--- src/rtl/triumph_lsu.sv ---
// triumph_lsu: load/store unit between the execute stage and a variable-latency
// data cache port. One request in flight at a time: IDLE accepts, REQ holds the
// memory request until rvalid or timeout, RESP emits a one-cycle response.
module triumph_lsu #(
  parameter int DATA_W  = 32,
  parameter int ADDR_W  = 32,
  parameter int TIMEOUT = 255
) (
  input  logic                clk_i,
  input  logic                rst_i,
  input  logic                req_valid_i,
  output logic                req_ready_o,
  input  logic                req_we_i,
  input  logic [1:0]          req_size_i,
  input  logic                req_unsigned_i,
  input  logic [ADDR_W-1:0]   req_addr_i,
  input  logic [DATA_W-1:0]   req_wdata_i,
  input  logic [4:0]          req_rd_i,
  output logic                dcache_req_o,
  output logic [ADDR_W-1:0]   dcache_addr_o,
  output logic                dcache_write_en_o,
  output logic [DATA_W/8-1:0] dcache_be_o,
  output logic [DATA_W-1:0]   dcache_wdata_o,
  input  logic                dcache_rvalid_i,
  input  logic [DATA_W-1:0]   dcache_rdata_i,
  output logic                rsp_valid_o,
  output logic [DATA_W-1:0]   rsp_rdata_o,
  output logic [4:0]          rsp_rd_o,
  output logic                rsp_err_o,
  output logic                busy_o
);

  localparam int BE_W   = DATA_W / 8;
  localparam int LANE_W = $clog2(BE_W);
  localparam int CNT_W  = $clog2(TIMEOUT + 1);

  typedef enum logic [1:0] {
    S_IDLE,
    S_REQ,
    S_RESP
  } state_t;

  state_t              r_state;
  state_t              w_next;

  // Latched request fields
  logic                r_we;
  logic [1:0]          r_size;
  logic                r_unsigned;
  logic [LANE_W-1:0]   r_lane;
  logic [4:0]          r_rd;

  // Memory-side registers, stable for the whole REQ state
  logic [ADDR_W-1:0]   r_dc_addr;
  logic                r_dc_we;
  logic [BE_W-1:0]     r_dc_be;
  logic [DATA_W-1:0]   r_dc_wdata;

  logic [CNT_W-1:0]    r_cnt;
  logic [DATA_W-1:0]   r_rsp_rdata;
  logic                r_rsp_err;

  logic [LANE_W-1:0]   w_lane;
  logic                w_misaligned;
  logic [BE_W-1:0]     w_be_base;
  logic [BE_W-1:0]     w_be;
  logic [DATA_W-1:0]   w_wdata_sh;
  logic [ADDR_W-1:0]   w_dc_addr;
  logic [DATA_W-1:0]   w_shift;
  logic [DATA_W-1:0]   w_mask;
  logic                w_sign;
  logic [DATA_W-1:0]   w_ext;
  logic                w_timeout;

  assign w_lane     = req_addr_i[LANE_W-1:0];
  assign w_be       = w_be_base << w_lane;
  assign w_wdata_sh = req_wdata_i << {w_lane, 3'b000};
  assign w_dc_addr  = {req_addr_i[ADDR_W-1:LANE_W], {LANE_W{1'b0}}};
  assign w_timeout  = (r_cnt == CNT_W'(TIMEOUT - 1));

  // Request-side decode: alignment check and unshifted byte-enable pattern
  always_comb begin
    // NOTE: every combinational output gets a default first so no path infers a latch.
    w_misaligned = 1'b0;
    w_be_base    = '0;
    case (req_size_i)
      2'd0: begin
        w_be_base = BE_W'(1);
      end
      2'd1: begin
        w_be_base    = BE_W'(2'b11);
        w_misaligned = req_addr_i[0];
      end
      2'd2: begin
        w_be_base    = BE_W'(4'hF);
        w_misaligned = (req_addr_i[1:0] != 2'b00);
      end
      default: begin
        w_be_base    = '1;
        w_misaligned = (DATA_W == 32) || (req_addr_i[2:0] != 3'b000);
      end
    endcase
  end

  // Load-side alignment: shift the addressed lane down, then sign/zero extend
  always_comb begin
    w_shift = dcache_rdata_i >> {r_lane, 3'b000};
    w_mask  = '1;
    w_sign  = w_shift[DATA_W-1];
    case (r_size)
      2'd0: begin
        w_mask = DATA_W'(8'hFF);
        w_sign = w_shift[7];
      end
      2'd1: begin
        w_mask = DATA_W'(16'hFFFF);
        w_sign = w_shift[15];
      end
      2'd2: begin
        w_mask = DATA_W'(32'hFFFF_FFFF);
        w_sign = w_shift[31];
      end
      default: ;
    endcase
    w_ext = (w_shift & w_mask) | ({DATA_W{w_sign & ~r_unsigned}} & ~w_mask);
  end

  // State register
  always_ff @(posedge clk_i) begin
    // NOTE: sequential state uses non-blocking assignments so every flop samples pre-edge values.
    if (rst_i) r_state <= S_IDLE;
    else       r_state <= w_next;
  end

  // Next-state logic
  always_comb begin
    w_next = r_state;
    case (r_state)
      S_IDLE: if (req_valid_i) w_next = w_misaligned ? S_RESP : S_REQ;
      S_REQ:  if (dcache_rvalid_i || w_timeout) w_next = S_RESP;
      S_RESP: w_next = S_IDLE;
      default: w_next = S_IDLE;
    endcase
  end

  // Output decode from state; response fields are zero outside RESP
  always_comb begin
    req_ready_o       = (r_state == S_IDLE);
    busy_o            = (r_state != S_IDLE);
    dcache_req_o      = (r_state == S_REQ);
    rsp_valid_o       = (r_state == S_RESP);
    rsp_rdata_o       = (r_state == S_RESP) ? r_rsp_rdata : '0;
    rsp_rd_o          = (r_state == S_RESP) ? r_rd : 5'd0;
    rsp_err_o         = (r_state == S_RESP) && r_rsp_err;
    dcache_addr_o     = r_dc_addr;
    dcache_write_en_o = r_dc_we;
    dcache_be_o       = r_dc_be;
    dcache_wdata_o    = r_dc_wdata;
  end

  // Datapath: latch request, drive memory registers, count REQ cycles, capture response
  always_ff @(posedge clk_i) begin
    if (rst_i) begin
      r_we        <= 1'b0;
      r_size      <= 2'd0;
      r_unsigned  <= 1'b0;
      r_lane      <= '0;
      r_rd        <= 5'd0;
      r_dc_addr   <= '0;
      r_dc_we     <= 1'b0;
      r_dc_be     <= '0;
      r_dc_wdata  <= '0;
      r_cnt       <= '0;
      r_rsp_rdata <= '0;
      r_rsp_err   <= 1'b0;
    end else begin
      case (r_state)
        S_IDLE: begin
          if (req_valid_i) begin
            r_we       <= req_we_i;
            r_size     <= req_size_i;
            r_unsigned <= req_unsigned_i;
            r_lane     <= w_lane;
            r_rd       <= req_rd_i;
            r_cnt      <= '0;
            if (w_misaligned) begin
              // No memory access: answer straight away with an error
              r_rsp_rdata <= '0;
              r_rsp_err   <= 1'b1;
            end else begin
              r_dc_addr  <= w_dc_addr;
              r_dc_we    <= req_we_i;
              r_dc_be    <= w_be;
              r_dc_wdata <= w_wdata_sh;
            end
          end
        end
        S_REQ: begin
          r_cnt <= r_cnt + 1'b1;
          // rvalid takes priority over a timeout in the same cycle
          if (dcache_rvalid_i) begin
            r_rsp_rdata <= r_we ? '0 : w_ext;
            r_rsp_err   <= 1'b0;
          end else if (w_timeout) begin
            r_rsp_rdata <= '0;
            r_rsp_err   <= 1'b1;
          end
        end
        default: ;
      endcase
    end
  end

endmodule

--- config.mk ---
export PLATFORM = sky130hd
export DESIGN_NAME = triumph_lsu
export DESIGN_NICKNAME = d
export VERILOG_FILES = /design/src/rtl/triumph_lsu.sv
export SDC_FILE = /design/constraint.sdc
export NUM_CORES = 1
export LEC_CHECK = 0
export ABC_CLOCK_PERIOD_IN_PS = 1600
export BUFFER_PORTS_ARGS = -buffer_cell sky130_fd_sc_hd__buf_2
export CAP_MARGIN = 20
export CORE_MARGIN = 8
export CORE_UTILIZATION = 33
export DETAILED_ROUTE_END_ITERATION = 16
export SLEW_MARGIN = 15
export SYNTH_ARGS = -nofsm -noshare
export SYNTH_HDL_FRONTEND = slang
export SYNTH_SLANG_ARGS = --single-unit
--- constraint.sdc ---
create_clock -name clk_i -period 1.6 [get_ports clk_i]
set_input_delay 0.24 -clock clk_i [delete_from_list [all_inputs] [get_ports clk_i]]
set_output_delay 0.24 -clock clk_i [all_outputs]
set_load 0.02 [all_outputs]
Word level (Yosys, flattened, before mapping). Index checks and enable logic that the tools add are counted. Widths: inputs -> output; s select.

Shifts and indexed selects: 3. Equality and inequality tests: 10. Bitwise operators: 7. Reduce and logical (&&, ||, !) cells: 13. Add/subtract/negate cells: 1. Mux-type cells: 23.

Operators with widths (number): $mux 32 (6); $pmux 32 s2 (2); $and 32x32->32 (2); $not 32->32 (1); $or 32x32->32 (1); $shl 32x5->32 (1); $shr 32x5->32 (1); $pmux 8 s2 (1); $add 8x1->8 const B (1); $eq 8x8->1 const B (1); $mux 8 (1); $pmux 4 s2 (1); $eq 2x1->1 const B (3); $logic_not 2->1 (3); $mux 2 (3); $reduce_and 2->1 (3); $reduce_bool 2->1 (3); $mux 5 (1); $eq 2x2->1 const B (2); $mux 1 (4); $ne 2x1->1 const B (2); $pmux 1 s2 (2); $pmux 2 s2 (1); $reduce_and 4->1 (1); other kinds (9) (10).

Register bits: 121. Output and inout port bits: 111. Bits of input ports: 109.

Longest topological paths before layout.
Word-level depth: 8. Mapped depth: 7. Gate-level depth less buffers: 6.

Worst setup path before layout. OpenSTA, ideal clock, no wires.

Kind: register to register. From: register r_lane[1]. To: register r_rsp_rdata[29]. Clock period less this slack: 1.655 ns. Setup time: 0.122 ns. Path slack: -0.055 ns. Arrival: 1.533 ns. Cell stages (with the launch flop): 7. Cells stage by stage: dfxtp_1 > buf_6 > mux2i_1 > nor2_1 > o311a_4 > buf_6 > a221o_1.

Word-level cells in the longest chain between the ends: 8.

Ends and longest elaborated chain: start, declared (RTL line 50) `logic [LANE_W-1:0] r_lane;`; start signal, assigned (RTL line 183) `r_lane <= w_lane;`; $shr 32x5->32 (*) (RTL line 107) `w_shift = dcache_rdata_i >> {r_lane, 3'b000};`; $pmux 1 s2 (RTL line 110) `case (r_size)`; $and 1x1->1 (RTL line 125) `w_ext = (w_shift & w_mask) | ({DATA_W{w_sign & ~r_unsigned}} & ~w_mask);`; $and 32x32->32 (RTL line 125); $or 32x32->32 (*) (RTL line 125); $mux 32 (*) (RTL line 202) `r_rsp_rdata <= r_we ? '0 : w_ext;`; $mux 32 (*) (RTL line 201) `if (dcache_rvalid_i) begin`; $pmux 32 s2 (*) (RTL line 177) `case (r_state)`; end signal, assigned (RTL line 202); end, declared (RTL line 60) `logic [DATA_W-1:0] r_rsp_rdata;`.

Every way passes the cells marked *; elsewhere a longest branch is shown, timed or not. A chain may end at the register's enable or synchronous reset.

Worst setup path in the final report.
From: register r_state[1]. To: register r_rsp_rdata[18].

Word-level cells in the longest chain between the ends: 3.

Ends and longest elaborated chain: start, declared (RTL line 43) `state_t r_state;`; start signal, assigned (RTL line 132) `else r_state <= w_next;`; $eq 2x1->1 or $logic_not 2->1 (tied branches) (RTL line 177); $ne 3x1->1 (no source line) (tied with other cells); $reduce_and 4->1 (no source line).

Parallel ways exist; a longest one is shown, timed or not.

==> flow_summary.yaml <==
logic_synthesis:
  synthXorXnorAreaFrac: 0.001566
  yosys.area.top_type: "dfxtp_1"
  synthFlopType: "dfxtp_1"
  yosysUniqueCellTypes: 48
  syn_avg_cell_area_um2: 8.335
  seq_area_frac_synth: 0.4331
  synth_edf_count: 0
  synth_top_family_by_area: "simple AND/OR/NAND/NOR gates"
  synth_area_leaders: "dfxtp_1, nand2_1, a21oi_1"
  synth-simple-area-share: 0.2143
  ys_async_sr_fraction: 0
  ys_ff_latch: 121
  syn_area_um2: 5593
  synth_compound_area_frac: 0.1966
  synth_top_area_frac: 0.4331
  netlist_instances: 671
  yosysMostFrequentCell: "nand2_1"
  yosys-top-cells-count: "nand2_1, dfxtp_1, a21oi_1"
  synthAdderAreaFrac: 0.004474
  synthMuxAreaShare: 0.09396
  ys_warn_count: 0
finish:
  fillCellCount: 1610
  final_util: 0.5027
  multi_input_area_um2: 3042
  register_area_um2: 2435
  fin_area_um2: 8337
  final_nets: 1019
  syn_to_final_growth_pct: 49.06
  drive_gt1_frac: 0.3974
  insertedDiodeCount: 0
place:
  gp_congestion: 0.8109
  dp_hpwl_um: 14140
  placed_area_um2: 7178
  numPortBuffers: 217
sta:
  setup_viol: 13
  finalHoldViolations: 0
  max_freq_ghz: 0.6060
  worst_pin_slew_ns: 0.6982
  clock_skew_ns: 0.006299
  setup_slack_ns: -0.05028
  rsz0062_at_grt: "true"
  period_needed_ns: 1.650
  drv_slew: 0
  hold_slack_ns: 0.05711
  relSlewSlack: 0.5328
  timing.final.crit_share: 1.031
drt:
  routedWlPerCell_um: 17.43
  ant_nets: 0
  drc_errors: 0
  drtIter0Drc: 238
  num_vias: 5705
  finalWirelength_um: 19880
  post_drt_via_cell_ratio: 5.000
  dr.pass1.iters: 4
worst_setup_path:
  end_kind: "register"
  startpoint_type: "register"
  cpMaxStageDelayCell: "or4b_4"
  path_cells: "nand4bb_1 -> or4b_4 -> buf_6 -> nor2_1 -> a211o_1"
  worstPathArrival_ns: 2.00
  crit_path_max_incr_delay_ns: 0.50
  required_ns: 1.95
  worstPathMaxFanout: 9
  crit_type: "reg -> reg"
die:
  die_y_um: 146.2
  die_w_um: 146.2
  io_pins: 220
  coreArea_um2: 16580
  initial_core_util: 0.3373
  rows: 47
  die_area_um2: 21370
global_route:
  met1_usage: 0.2150
  grt_util_all_layers: 0.1768
  top_usage_layer: "met2"
  use_met2: 0.2824
  antenna_found_initial: 1
  grt_use_met3: 0.06891
  overflow: 0
  grt_pass1_wl_um: 30740
  grt_max_degree: 44
  grt_pass1_vias: 5619
clocking:
  htreeDepth: 4
  cts.path.max_buffers: 2
  tritoncts: "built"
  cts.sinks: 121
  cts.clk_slew.worst_paths_ns: 0.06
  cts-root-buf: "clkbuf_16"
  hold_buffers: 0
  clk_latency_ns: 0.41
  cts_buffers: 17
status:
  outcome: "finished with violations"
  violations: "negative setup slack"
worst_hold_path:
  hold_class: "in -> reg"
power:
  vdd.ir_drop.worst_mv: 0.7144
  p_per_area_nw_per_um2: 1009
  leakagePower_nw: 3.741
run:
  maxCapViolations: 0
-- worst paths after layout --
check	start	end	slack (ns)	cells after the start
max	r_state[1]$_SDFFE_PP0P_	r_rsp_rdata[18]$_SDFFE_PP0P_	-0.05	5
min	req_addr_i[10]	dcache_addr_o[10]$_SDFFE_PP0P_	0.06	3
max reg2reg	r_state[1]$_SDFFE_PP0P_	r_rsp_rdata[18]$_SDFFE_PP0P_	-0.05	5
min reg2reg	dcache_be_o[1]$_SDFFE_PP0P_	dcache_be_o[1]$_SDFFE_PP0P_	0.45	2
-- timing repair --
item	CTS	global route
pin swaps	5	3
endpoints found under the setup margin	40	62
buffers inserted	1	2
gates resized for setup	55	68
cloned	2	5
-- layout make-up --
type / count / area share
inverter: 9 / 0.005253
multi-input combinational: 486 / 0.3649
tap: 220 / 0.03302
sequential: 121 / 0.2921
clock buffer: 19 / 0.05433
clock inverter: 13 / 0.01591
timing repair buffer: 273 / 0.2346
-- through the flow --
stage	TNS [ns]	power [mW]	worst slack [ns]	instances
after floorplan	0	3.999	0.006155	672
after global placement	-0.02372	4.550	-0.01002	1100
after detailed placement	-0.2462	4.556	-0.04545	1100
after CTS	-1.013	8.427	-0.05447	1135
after global routing	-1.989	8.758	-0.08614	1141
final	-0.2519	8.414	-0.05028	1141
-- worst max-delay path: cells and delay by family (launching register included) --
| family | cells | cell delay [ns] |
|---|---|---|
| DFF | 1 | 0.39 |
| and+or+nand+nor | 3 | 0.91 |
| buffers and inverters | 1 | 0.16 |
| AOI/OAI and AO/OA | 1 | 0.13 |
-- per-layer routing --
layer	vias up	part of all wire	wire, µm
met5	-	0.00091	18
met4	2	0.015	294
met3	25	0.092	1827
met2	237	0.47	9296
met1	2596	0.42	8447
li1	2845	-	-
-- report_power, final --
group / switching, mW / total (mW) / internal, mW
combinational: 0.800 / 1.39 / 0.591
sequential: 0.0792 / 3.22 / 3.15
clock: 1.53 / 3.80 / 2.26
total: 2.41 / 8.41 / 6.00
-- cells in the final DEF, fill, tap and decap left out, types with 6 or more instances in the layout --
cell,count
o2bb2ai_1,6
buf_4,46
o21ai_0,23
clkbuf_16,20
o211ai_1,8
mux2i_1,32
buf_2,177
inv_1,6
nand3_1,11
a221o_1,8
a211o_1,8
a22o_1,9
nor3_1,12
buf_12,10
mux2_2,15
and3_1,24
dfxtp_1,115
and3_4,13
buf_6,35
inv_6,6
or3_1,9
nand2_1,131
a21oi_1,81
nor2_1,40
a211oi_1,10
-- sequential cells by signal, indices dropped and copies added (netlist names) --
register / flops
r_size: 2
r_state: 2
dcache_write_en_o: 1
r_cnt: 8
r_lane: 2
r_rsp_rdata: 32
r_rsp_err: 1
r_rd: 5
r_unsigned: 1
r_we: 1
dcache_wdata_o: 32
dcache_addr_o: 30
dcache_be_o: 4
-- kinds of logic after synthesis --
group | after synthesis
compound gates | 169
xor+xnor | 1
mux | 49
fa+ha+maj | 2
buf+inv | 66
other cells | 1
flops | 121
simple gates | 262
Note: power is estimated with default switching activity, not from simulation.
